`config.mk`:
```
export PLATFORM = sky130hd
export DESIGN_NAME = mips_perf_counter_unit
export DESIGN_NICKNAME = d
export VERILOG_FILES = /design/src/rtl/mips_perf_counter_unit_pkg.sv /design/src/rtl/mips_perf_counter_unit_cell.sv /design/src/rtl/mips_perf_counter_unit.sv
export SDC_FILE = /design/constraint.sdc
export NUM_CORES = 1
export LEC_CHECK = 0
export ABC_AREA = 1
export ABC_CLOCK_PERIOD_IN_PS = 2000
export CAP_MARGIN = 20
export CORE_MARGIN = 1.5
export CORE_UTILIZATION = 50
export CTS_CLUSTER_DIAMETER = 150
export DETAILED_ROUTE_END_ITERATION = 7
export GPL_TIMING_DRIVEN = 0
export PLACE_DENSITY = 0.69
export RECOVER_POWER = 25
export SLEW_MARGIN = 10
export SYNTH_ARGS = -nofsm -noshare
export SYNTH_HDL_FRONTEND = slang
export SYNTH_SLANG_ARGS = --single-unit
```
`constraint.sdc`:
```
create_clock -name clk -period 2 [get_ports clk]
set_input_delay 0.4 -clock clk [delete_from_list [all_inputs] [get_ports clk]]
set_output_delay 0.4 -clock clk [all_outputs]
set_load 0.1 [all_outputs]
```
`src/rtl/mips_perf_counter_unit_pkg.sv`:
```
// Shared definitions for the MIPS-lite performance counter unit:
// counter indices, opcode map and the opcode-to-class decoder.
package mips_perf_counter_unit_pkg;

  localparam int RETIRE_PORTS_DEF = 1;
  localparam int OPCODE_DEF       = 6;
  localparam int NUM_CNT          = 7;

  typedef enum logic [2:0] {
    CNT_TOTAL  = 3'd0,
    CNT_ARITH  = 3'd1,
    CNT_LOGIC  = 3'd2,
    CNT_MEM    = 3'd3,
    CNT_BRANCH = 3'd4,
    CNT_TAKEN  = 3'd5,
    CNT_CYCLES = 3'd6
  } perf_cnt_e;

  typedef enum logic [2:0] {
    CLS_ARITH  = 3'd0,
    CLS_LOGIC  = 3'd1,
    CLS_MEM    = 3'd2,
    CLS_BRANCH = 3'd3,
    CLS_OTHER  = 3'd4
  } instr_class_e;

  localparam logic [31:0] OP_ADD  = 32'h00;
  localparam logic [31:0] OP_ADDI = 32'h01;
  localparam logic [31:0] OP_SUB  = 32'h02;
  localparam logic [31:0] OP_SUBI = 32'h03;
  localparam logic [31:0] OP_MUL  = 32'h04;
  localparam logic [31:0] OP_MULI = 32'h05;
  localparam logic [31:0] OP_OR   = 32'h06;
  localparam logic [31:0] OP_ORI  = 32'h07;
  localparam logic [31:0] OP_AND  = 32'h08;
  localparam logic [31:0] OP_ANDI = 32'h09;
  localparam logic [31:0] OP_XOR  = 32'h0A;
  localparam logic [31:0] OP_XORI = 32'h0B;
  localparam logic [31:0] OP_LDW  = 32'h0C;
  localparam logic [31:0] OP_STW  = 32'h0D;
  localparam logic [31:0] OP_BZ   = 32'h0E;
  localparam logic [31:0] OP_BEQ  = 32'h0F;
  localparam logic [31:0] OP_JR   = 32'h10;
  localparam logic [31:0] OP_HALT = 32'h11;

  // Opcodes are contiguous per class, so range compares are sufficient.
  function automatic instr_class_e instr_class(input logic [31:0] op);
    instr_class_e cls;
    if (op <= OP_MULI) begin
      cls = CLS_ARITH;
    end else if (op <= OP_XORI) begin
      cls = CLS_LOGIC;
    end else if (op <= OP_STW) begin
      cls = CLS_MEM;
    end else if (op <= OP_HALT) begin
      cls = CLS_BRANCH;
    end else begin
      cls = CLS_OTHER;
    end
    return cls;
  endfunction

endpackage

```
`src/rtl/mips_perf_counter_unit_cell.sv`:
```
// One live statistics counter: adds a small increment each cycle,
// wraps or saturates on carry-out and keeps a sticky overflow flag.
module perf_counter_cell
  import mips_perf_counter_unit_pkg::*;
#(
  parameter int CNT_WIDTH = 32,
  parameter int SATURATE  = 0,
  parameter int INC_W     = 1
) (
  input  logic                 clk,
  input  logic                 rst_n,
  input  logic [INC_W-1:0]     i_inc,
  input  logic                 i_clear,
  output logic [CNT_WIDTH-1:0] o_value,
  output logic                 o_ovf
);

  localparam int SUM_W = CNT_WIDTH + 1;

  logic [SUM_W-1:0]     w_sum;
  logic [CNT_WIDTH-1:0] r_value;
  logic                 r_ovf;

  assign w_sum = {1'b0, r_value} + SUM_W'(i_inc);

  // Counter update; the carry bit of the widened sum is the overflow event.
  always_ff @(posedge clk or negedge rst_n) begin
    if (!rst_n) begin
      r_value <= '0;
      r_ovf   <= 1'b0;
    end else if (i_clear) begin
      r_value <= '0;
      r_ovf   <= 1'b0;
    end else if (w_sum[CNT_WIDTH]) begin
      r_value <= (SATURATE != 0) ? {CNT_WIDTH{1'b1}} : w_sum[CNT_WIDTH-1:0];
      r_ovf   <= 1'b1;
    end else begin
      r_value <= w_sum[CNT_WIDTH-1:0];
      r_ovf   <= r_ovf;
    end
  end

  assign o_value = r_value;
  assign o_ovf   = r_ovf;

endmodule

```
`src/rtl/mips_perf_counter_unit.sv`:
```
// Retire-stage statistics unit: classifies retiring instructions, feeds
// seven counter cells and exposes a snapshot bank through a registered read port.
module mips_perf_counter_unit
  import mips_perf_counter_unit_pkg::*;
#(
  parameter int RETIRE_PORTS = RETIRE_PORTS_DEF,
  parameter int CNT_WIDTH    = 32,
  parameter int SATURATE     = 0,
  parameter int OPCODE       = OPCODE_DEF
) (
  input  logic                         clk,
  input  logic                         rst_n,
  input  logic                         i_cnt_en,
  input  logic                         i_clear,
  input  logic                         i_snap,
  input  logic [RETIRE_PORTS-1:0]      i_ret_valid,
  input  logic [RETIRE_PORTS*OPCODE-1:0] i_ret_opcode,
  input  logic [RETIRE_PORTS-1:0]      i_ret_taken,
  input  logic [2:0]                   i_rd_addr,
  output logic [CNT_WIDTH-1:0]         o_rd_data,
  output logic [NUM_CNT-1:0]           o_ovf,
  output logic                         o_halted
);

  localparam int INC_W = $clog2(RETIRE_PORTS + 1);

  logic [INC_W-1:0]     w_inc   [NUM_CNT];
  logic [CNT_WIDTH-1:0] w_value [NUM_CNT];
  logic [CNT_WIDTH-1:0] r_snap  [NUM_CNT];
  logic [CNT_WIDTH-1:0] w_rd_mux;
  logic [CNT_WIDTH-1:0] r_rd_data;
  logic                 w_halt_ret;
  logic                 r_halted;

  // Lane masking walks lanes oldest-first; a retiring HALT blocks every younger lane.
  always_comb begin
    logic         w_stop;
    logic         w_act;
    logic [31:0]  w_op;
    instr_class_e w_cls;
    for (int k = 0; k < NUM_CNT; k++) begin
      w_inc[k] = '0;
    end
    w_halt_ret = 1'b0;
    w_stop     = r_halted | ~i_cnt_en;
    w_act      = 1'b0;
    w_op       = 32'd0;
    w_cls      = CLS_OTHER;
    for (int i = 0; i < RETIRE_PORTS; i++) begin
      w_op  = 32'(i_ret_opcode[i*OPCODE +: OPCODE]);
      w_cls = instr_class(w_op);
      w_act = i_ret_valid[i] & ~w_stop;
      w_inc[CNT_TOTAL]  = w_inc[CNT_TOTAL]  + INC_W'(w_act);
      w_inc[CNT_ARITH]  = w_inc[CNT_ARITH]  + INC_W'(w_act && (w_cls == CLS_ARITH));
      w_inc[CNT_LOGIC]  = w_inc[CNT_LOGIC]  + INC_W'(w_act && (w_cls == CLS_LOGIC));
      w_inc[CNT_MEM]    = w_inc[CNT_MEM]    + INC_W'(w_act && (w_cls == CLS_MEM));
      w_inc[CNT_BRANCH] = w_inc[CNT_BRANCH] + INC_W'(w_act && (w_cls == CLS_BRANCH));
      w_inc[CNT_TAKEN]  = w_inc[CNT_TAKEN]
                        + INC_W'(w_act && (w_cls == CLS_BRANCH) && i_ret_taken[i]);
      w_halt_ret = w_halt_ret | (w_act & (w_op == OP_HALT));
      w_stop     = w_stop     | (w_act & (w_op == OP_HALT));
    end
    w_inc[CNT_CYCLES] = INC_W'(i_cnt_en & ~r_halted);
  end

  for (genvar k = 0; k < NUM_CNT; k++) begin : g_cnt
    perf_counter_cell #(
      .CNT_WIDTH(CNT_WIDTH),
      .SATURATE (SATURATE),
      .INC_W    (INC_W)
    ) u_cell (
      .clk    (clk),
      .rst_n  (rst_n),
      .i_inc  (w_inc[k]),
      .i_clear(i_clear),
      .o_value(w_value[k]),
      .o_ovf  (o_ovf[k])
    );
  end

  // Halted latches on a retiring HALT; clear wins over a same-cycle HALT.
  always_ff @(posedge clk or negedge rst_n) begin
    if (!rst_n) begin
      r_halted <= 1'b0;
    end else if (i_clear) begin
      r_halted <= 1'b0;
    end else if (w_halt_ret) begin
      r_halted <= 1'b1;
    end else begin
      r_halted <= r_halted;
    end
  end

  // Snapshot samples pre-update live values, giving atomic read-and-clear with clear.
  always_ff @(posedge clk or negedge rst_n) begin
    if (!rst_n) begin
      for (int k = 0; k < NUM_CNT; k++) begin
        r_snap[k] <= '0;
      end
    end else if (i_snap) begin
      for (int k = 0; k < NUM_CNT; k++) begin
        r_snap[k] <= w_value[k];
      end
    end else begin
      for (int k = 0; k < NUM_CNT; k++) begin
        r_snap[k] <= r_snap[k];
      end
    end
  end

  // Read mux; the unused index returns zero.
  always_comb begin
    w_rd_mux = '0;
    if (i_rd_addr < 3'(NUM_CNT)) begin
      w_rd_mux = r_snap[i_rd_addr];
    end else begin
      w_rd_mux = '0;
    end
  end

  // Registered read port.
  always_ff @(posedge clk or negedge rst_n) begin
    if (!rst_n) begin
      r_rd_data <= '0;
    end else begin
      r_rd_data <= w_rd_mux;
    end
  end

  assign o_rd_data = r_rd_data;
  assign o_halted  = r_halted;

endmodule

```
==> impl_metrics.env, run 1 <==
export IMPL_setup_tns_ps=-36280
export IMPL_crit_start="o_halted$_DFFE_PN0P_"
export IMPL_stdcell_count=4180
export IMPL_max_slew_margin_rel_pct=18.4
export IMPL_ys_seq_area_share_pct=49.8
export IMPL_cts_max_level=2
export IMPL_finClkSkew_ps=27.0
export IMPL_netlist_area_um2=24500
export IMPL_synth_compound_area_share_pct=10.2
export IMPL_avgRoutedWirePerCell_um=20.1
export IMPL_numCtsBuffers=55
export IMPL_fin_nets=3543
export IMPL_die_h_um=225
export IMPL_drc=0
export IMPL_r2r_end="g_cnt[2].u_cell.o_value[16]$_DFF_PN0_"
export IMPL_p_sw_mw=5.61
export IMPL_p_clk_share_pct=48.9
export IMPL_clockRootBuffer="clkbuf_16"
export IMPL_dp_hpwl_um=62900
export IMPL_p_sw_share_pct=24.9
export IMPL_crit_arrival_ps=2890
export IMPL_dieArea_um2=50400
export IMPL_max_freq_mhz=416
export IMPL_synth_simple_area_share_pct=29.2
export IMPL_max_slew_worst_pin_slew_ps=1220
export IMPL_final_area_um2=30200
export IMPL_start_util_pct=50.5
export IMPL_antenna_left=0
export IMPL_grt_overflow=0
export IMPL_netlist_top_cells_area="dfrtp_1, nand2_1, nor2_1"
export IMPL_synth_top_area_cell="dfrtp_1"
export IMPL_clk_insertion_delay_late_ps=630
export IMPL_cts_tree="done"
export IMPL_diodes=0
export IMPL_layout_area_overhead_vs_synth_pct=23.0
export IMPL_crit_path_start_kind="flip-flop"
export IMPL_synth_edff_count=0
export IMPL_die_w_um=225
export IMPL_yosys_register_bits=488
export IMPL_path_clk_slew_ps=60
export IMPL_grt_pass1_vias=21381
export IMPL_synth_warnings=0
export IMPL_violations="setup timing"
export IMPL_finalSetupViolations=172
export IMPL_track_usage_pct=33.5
export IMPL_fin_crit_ps=2400
export IMPL_power_density_nw_per_um2=747
export IMPL_core_area_um2=48600
export IMPL_first_pass_iters=6
export IMPL_p_int_mw=17.0
export IMPL_avgViaCountPerCell=5.45
export IMPL_place_gp_congestion=0.979
export IMPL_synthCells=3313
export IMPL_ff2ff_setup_slack_ps=-400
export IMPL_endpoint="g_cnt[2].u_cell.o_value[16]$_DFF_PN0_"
export IMPL_yosysMostFrequentCell="nand2_1"
export IMPL_antenna_found_initial=4
export IMPL_rows=81
export IMPL_hold_ws_ps=229
export IMPL_grt_max_degree=114
export IMPL_crit_type="reg2reg"
export IMPL_placed_area_um2=26400
export IMPL_finalHoldViolCount=0
export IMPL_post_route_period_util_pct=120
export IMPL_irDropWorstVdd_mv=0.642
export IMPL_fill_cells=4352
export IMPL_synth_top_family_by_area="simple AND/OR/NAND/NOR gates"
export IMPL_synth_cell_types=36
export IMPL_synthFlopType="dfrtp_1"
export IMPL_grt_pass1_wl_um=127000
export IMPL_crit_path_end_kind="flip-flop"
export IMPL_synthMuxAreaShare_pct=1.24
export IMPL_syn_num_nets=3343
export IMPL_placement_io_buffers=52
export IMPL_cts_num_sinks=488
export IMPL_ioPinCount=56
export IMPL_required_ps=2490
export IMPL_p_leak_nw=12.8
export IMPL_p_comb_share_pct=6.7
export IMPL_slew_viol_final=0
export IMPL_postSynthAreaPerCell_um2=7.41
export IMPL_rsz0062_at_grt="true"
export IMPL_synthTopCellsByCount="nand2_1, nor2_1, dfrtp_1, inv_1, o21ai_0"
export IMPL_yosysTopAreaCellShare_pct=49.8
export IMPL_status="complete, but fails checks"
export IMPL_synthXorXnorAreaFrac_pct=1.14
export IMPL_reg2regPathDepth=12
export IMPL_asyncSetResetFlopFracSynth_pct=100
export IMPL_r2r_start="o_halted$_DFFE_PN0P_"
export IMPL_seqPwrFrac_pct=44.4
export IMPL_postRouteWirelength_um=84100
export IMPL_vias=22799
export IMPL_hold_path_class="in2reg"
export IMPL_maxCapViolations=0
export IMPL_drtIter0Drc=2347
export IMPL_synth_fa_ha_area_share_pct=0.714
export IMPL_setup_ws_ps=-404
export IMPL_clockBufferDepth=3
export IMPL_drive_gt1_share_pct=17.4
export IMPL_place_inst=3992
export IMPL_crit_path_max_fanout=4
## cell usage in the layout (no fill, tap or decap), types with 12 or more instances in the layout
cell type	n
o21ai_1	14
nand2_1	948
a21oi_1	123
mux2_2	27
nand3_1	99
nor2_4	76
clkbuf_8	12
o21ai_2	18
a21oi_2	15
clkbuf_1	62
xnor2_1	22
o221ai_1	22
nor2_2	23
o21ai_0	259
buf_4	42
inv_2	25
clkinv_2	13
dfrtp_1	487
nor2_1	519
nand3_2	27
clkdlybuf4s15_2	30
inv_1	322
buf_2	42
nand2_4	26
clkbuf_16	57
inv_4	15
nand2_2	46
buf_6	55
## power groups by stage
stage	registers, mW	logic (mW)	clock network (mW)
after floorplan	10.5	0.498	0
after global placement	10.2	1.42	0
after detailed placement	10.2	1.48	0
after CTS	10.0	1.50	11.1
after global routing	10.0	1.62	11.5
final	10.0	1.51	11.0
## per-layer routing
metal | wire length (µm) | GRT usage (%) | up-vias
li1 | - | - | 10771
met1 | 37600 | 49.5 | 10971
met2 | 36400 | 49.6 | 896
met3 | 6810 | 5.32 | 159
met4 | 3260 | 12.6 | 2
met5 | 13 | 0 | -
## cell type report
type | count | area [µm²] | share of cell area (%)
flip-flops and latches | 488 | 12200 | 40.5
multi-input cells | 2346 | 11800 | 39.2
clock buffers | 74 | 1610 | 5.33
repair buffers | 143 | 1460 | 4.83
inverters | 365 | 1410 | 4.68
well taps | 622 | 778 | 2.58
plain buffers | 114 | 522 | 1.73
clock inverters | 28 | 362 | 1.20
## how the worst min path moves through the flow
stage	slack, ps	end	start	depth (start not counted)
6_report	230	o_rd_data[31]$_DFF_PN0_	i_rd_addr[2]	3
5_1_grt	220	o_rd_data[31]$_DFF_PN0_	i_rd_addr[2]	3
4_1_cts	220	o_rd_data[31]$_DFF_PN0_	i_rd_addr[2]	3
3_5_place_dp	400	g_cnt[2].u_cell.o_value[16]$_DFF_PN0_	rst_n	1
3_3_place_gp	480	r_snap[0]$_DFFE_PN0P_	g_cnt[6].u_cell.o_value[0]$_DFF_PN0_	2
2_1_floorplan	100	g_cnt[0].u_cell.o_ovf$_DFFE_PN0P_	rst_n	0
## kinds of logic after synthesis
group | Yosys count
buffers and inverters | 479
flip-flops | 488
AO/OA/AOI/OAI | 474
AND/OR/NAND/NOR | 1799
XOR/XNOR | 32
multiplexers | 27
adder cells (fa/ha/maj) | 14
## stage by stage
step                power [mW]  utilization (%)  setup slack (ps)
finish                    22.6             62.1              -404
global route              23.1             62.1              -466
CTS                       22.6             60.7              -379
detailed placement        11.7             54.2             -1390
global placement          11.6             53.9            -24750
floorplan                 11.0                -              -158
## timing repair
action | 4_1_cts | 5_1_grt
hold buffers | 1 | 0
resized for setup | 362 | 139
hold endpoints to repair | 58 | 0
buffers inserted | 55 | 38
pin swaps | 123 | 116
setup endpoints to repair | 209 | 185
## state kept, by name (all words and copies together), names as in the netlist
| signal | flops |
|---|---|
| g_cnt.u_cell.o_value | 224 |
| r_snap | 224 |
| o_halted | 1 |
| o_rd_data | 32 |
| g_cnt.u_cell.o_ovf | 7 |
## worst max-delay path, stage by stage, from the launching register on
cell and delay, ps:
dfrtp_4 480, inv_2 60, and3_4 220, inv_4 50, nor3_4 370, ha_4 240
ha_4 160, nand2_4 70, nor2_4 170, nand2_4 120, nor2_4 140, xnor2_1 120
nor2_1 50
Power figures use the tool's default switching activity.
==> run 2, diff against run 1 <==
- ABC_AREA: 1 -> not set
- PLACE_DENSITY: 0.69 -> not set
- PLACE_DENSITY_LB_ADDON: not set -> 0.12
==> run 2 against run 1 <==
  * Critical path depth did not move
  * Critical path type unchanged
  * Register-to-register slack lost 550 ps
  * Flip-flop and latch count is the same
  * Design area is 4.3% lower
  * Worst hold slack better by 140 ps
  * Fmax shrank 19%
  * The flow still finishes with violations (setup timing)
==> impl_metrics.env, run 2 <==
export IMPL_cts_tree="done"
export IMPL_antenna_found_initial=0
export IMPL_yosysTopAreaCellShare_pct=53.4
export IMPL_drive_gt1_share_pct=35.4
export IMPL_violations="setup timing"
export IMPL_preCtsSetupSlack_ps=-1610
export IMPL_dp_hpwl_um=42300
export IMPL_finalSetupViolations=394
export IMPL_vias=17047
export IMPL_required_ps=2520
export IMPL_synthTopCellsByCount="dfrtp_1, mux2_2, a21oi_1, nor2_1, clkbuf_1"
export IMPL_post_route_period_util_pct=148
export IMPL_status="complete, but fails checks"
export IMPL_finalHoldViolCount=0
export IMPL_clockBufferDepth=3
export IMPL_crit_arrival_ps=3470
export IMPL_start_util_pct=50.5
export IMPL_avgRoutedWirePerCell_um=21.9
export IMPL_hold_path_cell_count=3
export IMPL_hold_path_class="in2reg"
export IMPL_fill_cells=3520
export IMPL_crit_family="simple AND/OR/NAND/NOR gates"
export IMPL_netlist_area_um2=22900
export IMPL_r2r_start="o_halted$_DFFE_PN0P_"
export IMPL_max_slew_worst_pin_slew_ps=1040
export IMPL_worst_path_largest_cell_delay_ps=560
export IMPL_place_gp_congestion=0.895
export IMPL_netlist_top_cells_area="dfrtp_1, mux2_2, a21oi_1"
export IMPL_core_area_um2=45300
export IMPL_cpMaxStageDelayCell="or4_1"
export IMPL_finClkSkew_ps=20.1
export IMPL_antenna_left=0
export IMPL_max_slew_margin_rel_pct=30.8
export IMPL_track_usage_pct=26.2
export IMPL_cts_max_level=2
export IMPL_crit_type="reg2reg"
export IMPL_drc=0
export IMPL_clockRootBuffer="clkbuf_16"
export IMPL_postRouteWirelength_um=62400
export IMPL_final_cell_mix="dfrtp_1, mux2_2, nor2_1"
export IMPL_avgViaCountPerCell=5.97
export IMPL_asyncSetResetFlopFracSynth_pct=100
export IMPL_fin_nets=2246
export IMPL_rsz0062_at_grt="true"
export IMPL_path_depth=12
export IMPL_drtIter0Drc=1087
export IMPL_numCtsBuffers=52
export IMPL_grt_max_degree=114
export IMPL_multiInputGateArea_um2=11800
export IMPL_placement_io_buffers=52
export IMPL_clk_insertion_delay_late_ps=600
export IMPL_hold_ws_ps=370
export IMPL_grt_pass1_wl_um=95500
export IMPL_synth_top_area_cell="dfrtp_1"
export IMPL_grt_pass1_vias=16795
export IMPL_setup_ws_ps=-954
export IMPL_crit_start="o_halted$_DFFE_PN0P_"
export IMPL_crit_path_end_kind="flip-flop"
export IMPL_synth_cell_types=51
export IMPL_setup_tns_ps=-148200
export IMPL_regArea_um2=12200
export IMPL_yosys_register_bits=488
export IMPL_crit_chain="and3b_1 > nor2b_4 > nand2b_4 > a211oi_4 > ha_4 > buf_4 > ha_4 > and4_1 > clkbuf_8 > nand4_1 > or4_1 > a21oi_2"
export IMPL_dieArea_um2=47000
export IMPL_diodes=0
export IMPL_crit_buf_inv=2
export IMPL_synth_warnings=0
export IMPL_crit_path_max_fanout=5
export IMPL_reg2regPathDepth=12
export IMPL_yosysMostFrequentCell="dfrtp_1"
export IMPL_layout_area_overhead_vs_synth_pct=26.5
export IMPL_crit_path_start_kind="flip-flop"
export IMPL_synthFlopType="dfrtp_1"
export IMPL_synth_edff_count=0
export IMPL_ioPinCount=56
export IMPL_first_pass_iters=5
export IMPL_cts_num_sinks=488
export IMPL_synthCells=2006
export IMPL_power_density_nw_per_um2=727
export IMPL_ys_seq_area_share_pct=53.4
export IMPL_postSynthAreaPerCell_um2=11.4
export IMPL_path_clk_slew_ps=60
export IMPL_die_h_um=217
export IMPL_syn_num_nets=2036
export IMPL_fin_crit_ps=2950
export IMPL_rows=78
export IMPL_slew_viol_final=0
export IMPL_p_leak_nw=12.7
export IMPL_die_w_um=217
export IMPL_irDropWorstVdd_mv=0.639
export IMPL_min_from="i_rd_addr[2]"
export IMPL_cp_common_cell="ha_4"
export IMPL_grt_overflow=0
export IMPL_mostFrequentLayoutCell="dfrtp_1"
export IMPL_maxCapViolations=0
export IMPL_max_freq_mhz=338
[run 2: changes by cell type after synthesis, sizes merged, moves of 45 or more]
cell,previous run,this run
nor2,618,165
or4,0,72
o31ai,1,65
o21ai,292,40
xor2,2,50
mux2,27,239
inv,363,27
nand3,131,86
nand2,1021,80
clkbuf,50,97
nand4,6,63
[run 2: logic make-up after synthesis]
logic type / after synthesis / synth area share, %
XOR/XNOR: 80 / 3.07
adder cells (fa/ha/maj): 14 / 0.767
AO/OA/AOI/OAI: 302 / 7.61
AND/OR/NAND/NOR: 664 / 16.0
flip-flops: 488 / 53.4
multiplexers: 305 / 16.4
buffers and inverters: 153 / 2.70
[run 2: timing repair]
item | CTS | global route
hold buffers | 2 | 1
endpoints found under the hold margin | 26 | 187
setup endpoints to repair | 314 | 429
resized for setup | 304 | 173
pin swaps | 77 | 65
cloned | 3 | 5
buffers inserted | 71 | 26
[run 2: layout make-up]
class                      instances  share of cell area [%]
sequential                       488                    42.3
multi-input combinational       1367                    40.8
timing repair buffer             160                    5.67
clock buffer                      81                    5.44
tap                              600                    2.60
buffer                           120                    2.27
clock inverter                    12                   0.580
inverter                          27                   0.351
[run 2: stage by stage]
step,utilization (%),std cells,total power [mW],area [µm²]
after floorplan,-,2006,10.8,23400
after global placement,54.6,2658,11.3,24700
after detailed placement,54.9,2664,11.3,24900
after CTS,61.9,2829,21.2,28000
after global routing,63.8,2855,21.7,28900
final,63.8,2855,21.0,28900
[run 2: worst paths after layout]
| path | end | slack, ps |
|---|---|---|
| worst max register to register | g_cnt[1].u_cell.o_value[22]$_DFF_PN0_ | -950 |
| min in group asynchronous | g_cnt[6].u_cell.o_value[3]$_DFF_PN0_ | 890 |
| worst max-delay path | g_cnt[1].u_cell.o_value[22]$_DFF_PN0_ | -950 |
| max in group asynchronous | g_cnt[2].u_cell.o_value[27]$_DFF_PN0_ | -470 |
| worst min register to register | g_cnt[1].u_cell.o_ovf$_DFFE_PN0P_ | 480 |
| worst min-delay path | o_rd_data[1]$_DFF_PN0_ | 370 |
[run 2: report_power, final]
part	leakage (nW)	switching [mW]	internal, mW
Sequential	6.78	0.0301	9.93
Combinational	5.05	0.900	0.307
Clock	0.847	3.97	5.88
[run 2: tightest hold or removal path, stage by stage]
cell	delay (ps)
clkbuf_1	290
nor2_1	180
a21oi_1	50
[run 2: routing by layer]
metal | vias to the layer above | global-route usage (%) | share of wire [%]
met5 | - | 0 | 0
met1 | 8696 | 34.4 | 43
met2 | 441 | 44.2 | 49
met4 | 0 | 11.0 | 4.1
li1 | 7783 | - | -
met3 | 127 | 3.27 | 4.2
==> run 3, diff against run 2 <==
- CORE_MARGIN: 1.5 -> 4
==> run 3 against run 2 <==
  * The flow finishes with violations (capacitance limit, slew limit, setup timing)
  * Via count grew 0.69%
  * Critical path depth shrank 2
  * First-iteration DRC count grew 24%
  * Flip-flop and latch count is the same
  * Total power grew 3.4%
  * Worst hold slack gained 13 ps
  * Sequential power is essentially flat
  * Final cell count is essentially flat
  * Non-clock buffer count is the same
  * Clock skew grew 1.4 ps
  * Critical path type unchanged
  * Largest cell class unchanged
==> impl_metrics.env, run 3 (synthesized netlist as in run 2, its figures left out) <==
export IMPL_reg2regPathDepth=10
export IMPL_path_clk_slew_ps=60
export IMPL_min_from="i_rd_addr[2]"
export IMPL_irDropWorstVdd_mv=0.757
export IMPL_placement_io_buffers=52
export IMPL_violations="capacitance limit, slew limit, setup timing"
export IMPL_ff2ff_setup_slack_ps=-970
export IMPL_grt_max_degree=108
export IMPL_max_freq_mhz=337
export IMPL_crit_path_start_kind="flip-flop"
export IMPL_slew_viol_final=99
export IMPL_grt_pass1_vias=17318
export IMPL_vias=17165
export IMPL_dp_hpwl_um=42400
export IMPL_cts_max_level=2
export IMPL_p_leak_nw=12.9
export IMPL_cts_tree="done"
export IMPL_cts_num_sinks=488
export IMPL_postRouteWirelength_um=62800
export IMPL_avgViaCountPerCell=6.01
export IMPL_crit_type="reg2reg"
export IMPL_drive_gt1_share_pct=36.2
export IMPL_max_slew_worst_pin_slew_ps=1520
export IMPL_fill_cells=3413
export IMPL_place_inst=2662
export IMPL_rows=78
export IMPL_maxCapViolations=1
export IMPL_clockRootBuffer="clkbuf_16"
export IMPL_dieArea_um2=49200
export IMPL_hold_end="o_rd_data[1]$_DFF_PN0_"
export IMPL_status="complete, but fails checks"
export IMPL_preCtsSetupSlack_ps=-1630
export IMPL_die_h_um=222
export IMPL_core_area_um2=45300
export IMPL_drtIter0Drc=1343
export IMPL_layout_area_overhead_vs_synth_pct=27.2
export IMPL_drc=0
export IMPL_rsz0062_at_grt="true"
export IMPL_final_cell_mix="dfrtp_1, mux2_2, nor2_1"
export IMPL_crit_start="o_halted$_DFFE_PN0P_"
export IMPL_finalHoldViolCount=0
export IMPL_ioPinCount=56
export IMPL_hold_path_cell_count=3
export IMPL_start_util_pct=50.5
export IMPL_numCtsBuffers=53
export IMPL_grt_pass1_wl_um=97700
export IMPL_fin_nets=2246
export IMPL_antenna_found_initial=1
export IMPL_track_usage_pct=24.7
export IMPL_hold_path_class="in2reg"
export IMPL_crit_path_end_kind="flip-flop"
export IMPL_required_ps=2510
export IMPL_setup_ws_ps=-971
export IMPL_crit_path_max_fanout=8
export IMPL_fin_crit_ps=2970
export IMPL_max_slew_margin_rel_pct=-1.15
export IMPL_first_pass_iters=5
export IMPL_mostFrequentLayoutCell="dfrtp_1"
export IMPL_clk_insertion_delay_late_ps=600
export IMPL_power_density_nw_per_um2=748
export IMPL_stdcell_count=2857
export IMPL_antenna_left=0
export IMPL_finalSetupViolations=305
export IMPL_place_gp_congestion=0.927
export IMPL_r2r_start="o_halted$_DFFE_PN0P_"
export IMPL_r2r_end="g_cnt[1].u_cell.o_value[27]$_DFF_PN0_"
export IMPL_die_w_um=222
export IMPL_grt_overflow=0
export IMPL_post_route_period_util_pct=149
export IMPL_clockBufferDepth=3
export IMPL_crit_arrival_ps=3480
export IMPL_avgRoutedWirePerCell_um=22.0
export IMPL_finClkSkew_ps=21.4
export IMPL_diodes=0
==> run 3: worst max-delay path, stage by stage (launching register included) <==
cell	delay, ps
dfrtp_4	470
and3b_1	250
nor2b_4	190
nand2b_4	80
a211oi_4	230
ha_4	200
nand4_1	160
or4_4	520
buf_8	160
or4_4	480
a21oi_2	140
==> run 3: worst max path at each step <==
| stage | to | slack [ps] |
|---|---|---|
| global placement | o_halted$_DFFE_PN0P_ | -24620 |
| finish | g_cnt[1].u_cell.o_value[27]$_DFF_PN0_ | -970 |
| global route | g_cnt[3].u_cell.o_value[26]$_DFF_PN0_ | -1080 |
| CTS | g_cnt[1].u_cell.o_value[25]$_DFF_PN0_ | -990 |
| detailed placement | g_cnt[1].u_cell.o_value[26]$_DFF_PN0_ | -1630 |
| floorplan | g_cnt[1].u_cell.o_value[31]$_DFF_PN0_ | -890 |
==> run 3: area by class of cell <==
| class | count | area [µm²] | area share, % |
|---|---|---|---|
| Multi-Input combinational cell | 1366 | 11800 | 40.7 |
| Timing Repair Buffer | 161 | 1620 | 5.56 |
| Clock inverter | 22 | 323 | 1.11 |
| Sequential cell | 488 | 12200 | 42.0 |
| Clock buffer | 74 | 1570 | 5.39 |
| Buffer | 119 | 652 | 2.24 |
| Inverter | 27 | 101 | 0.349 |
| Tap cell | 600 | 751 | 2.58 |
==> run 3: routing by layer <==
metal	share of wire [%]	wire, µm	GRT usage, %	vias up
met3	3.9	2450	2.81	130
met5	0	0	0	-
met2	49	30900	41.3	414
li1	-	-	-	7800
met1	43	27200	33.7	8821
met4	3.6	2270	9.22	0
==> run 3: timing repair <==
| action | 4_1_cts | 5_1_grt |
|---|---|---|
| endpoints found under the setup margin | 314 | 361 |
| buffers inserted | 65 | 46 |
| pin swaps | 76 | 81 |
| hold buffers | 1 | 0 |
| resized for setup | 249 | 262 |
| cloned | 2 | 4 |
| endpoints found under the hold margin | 97 | 0 |
==> run 3: metrics by stage <==
step           hold WS, ps  utilization (%)  power (mW)  setup TNS [ps]  instance area, µm²
3_5_place_dp           482             54.8        11.3         -385990               24800
3_3_place_gp           475             54.6        11.3               -               24700
5_1_grt                380             64.2        22.4         -239060               29100
2_1_floorplan          104                -        10.8          -74280               23400
4_1_cts                350             61.5        21.9          -99900               27800
6_report               383             64.2        21.7         -133120               29100
==> run 3: power breakdown <==
part / internal, mW / switching, mW / leakage [nW]
Clock: 6.48 / 4.10 / 0.934
Sequential: 9.93 / 0.0289 / 6.78
Combinational: 0.303 / 0.906 / 5.15
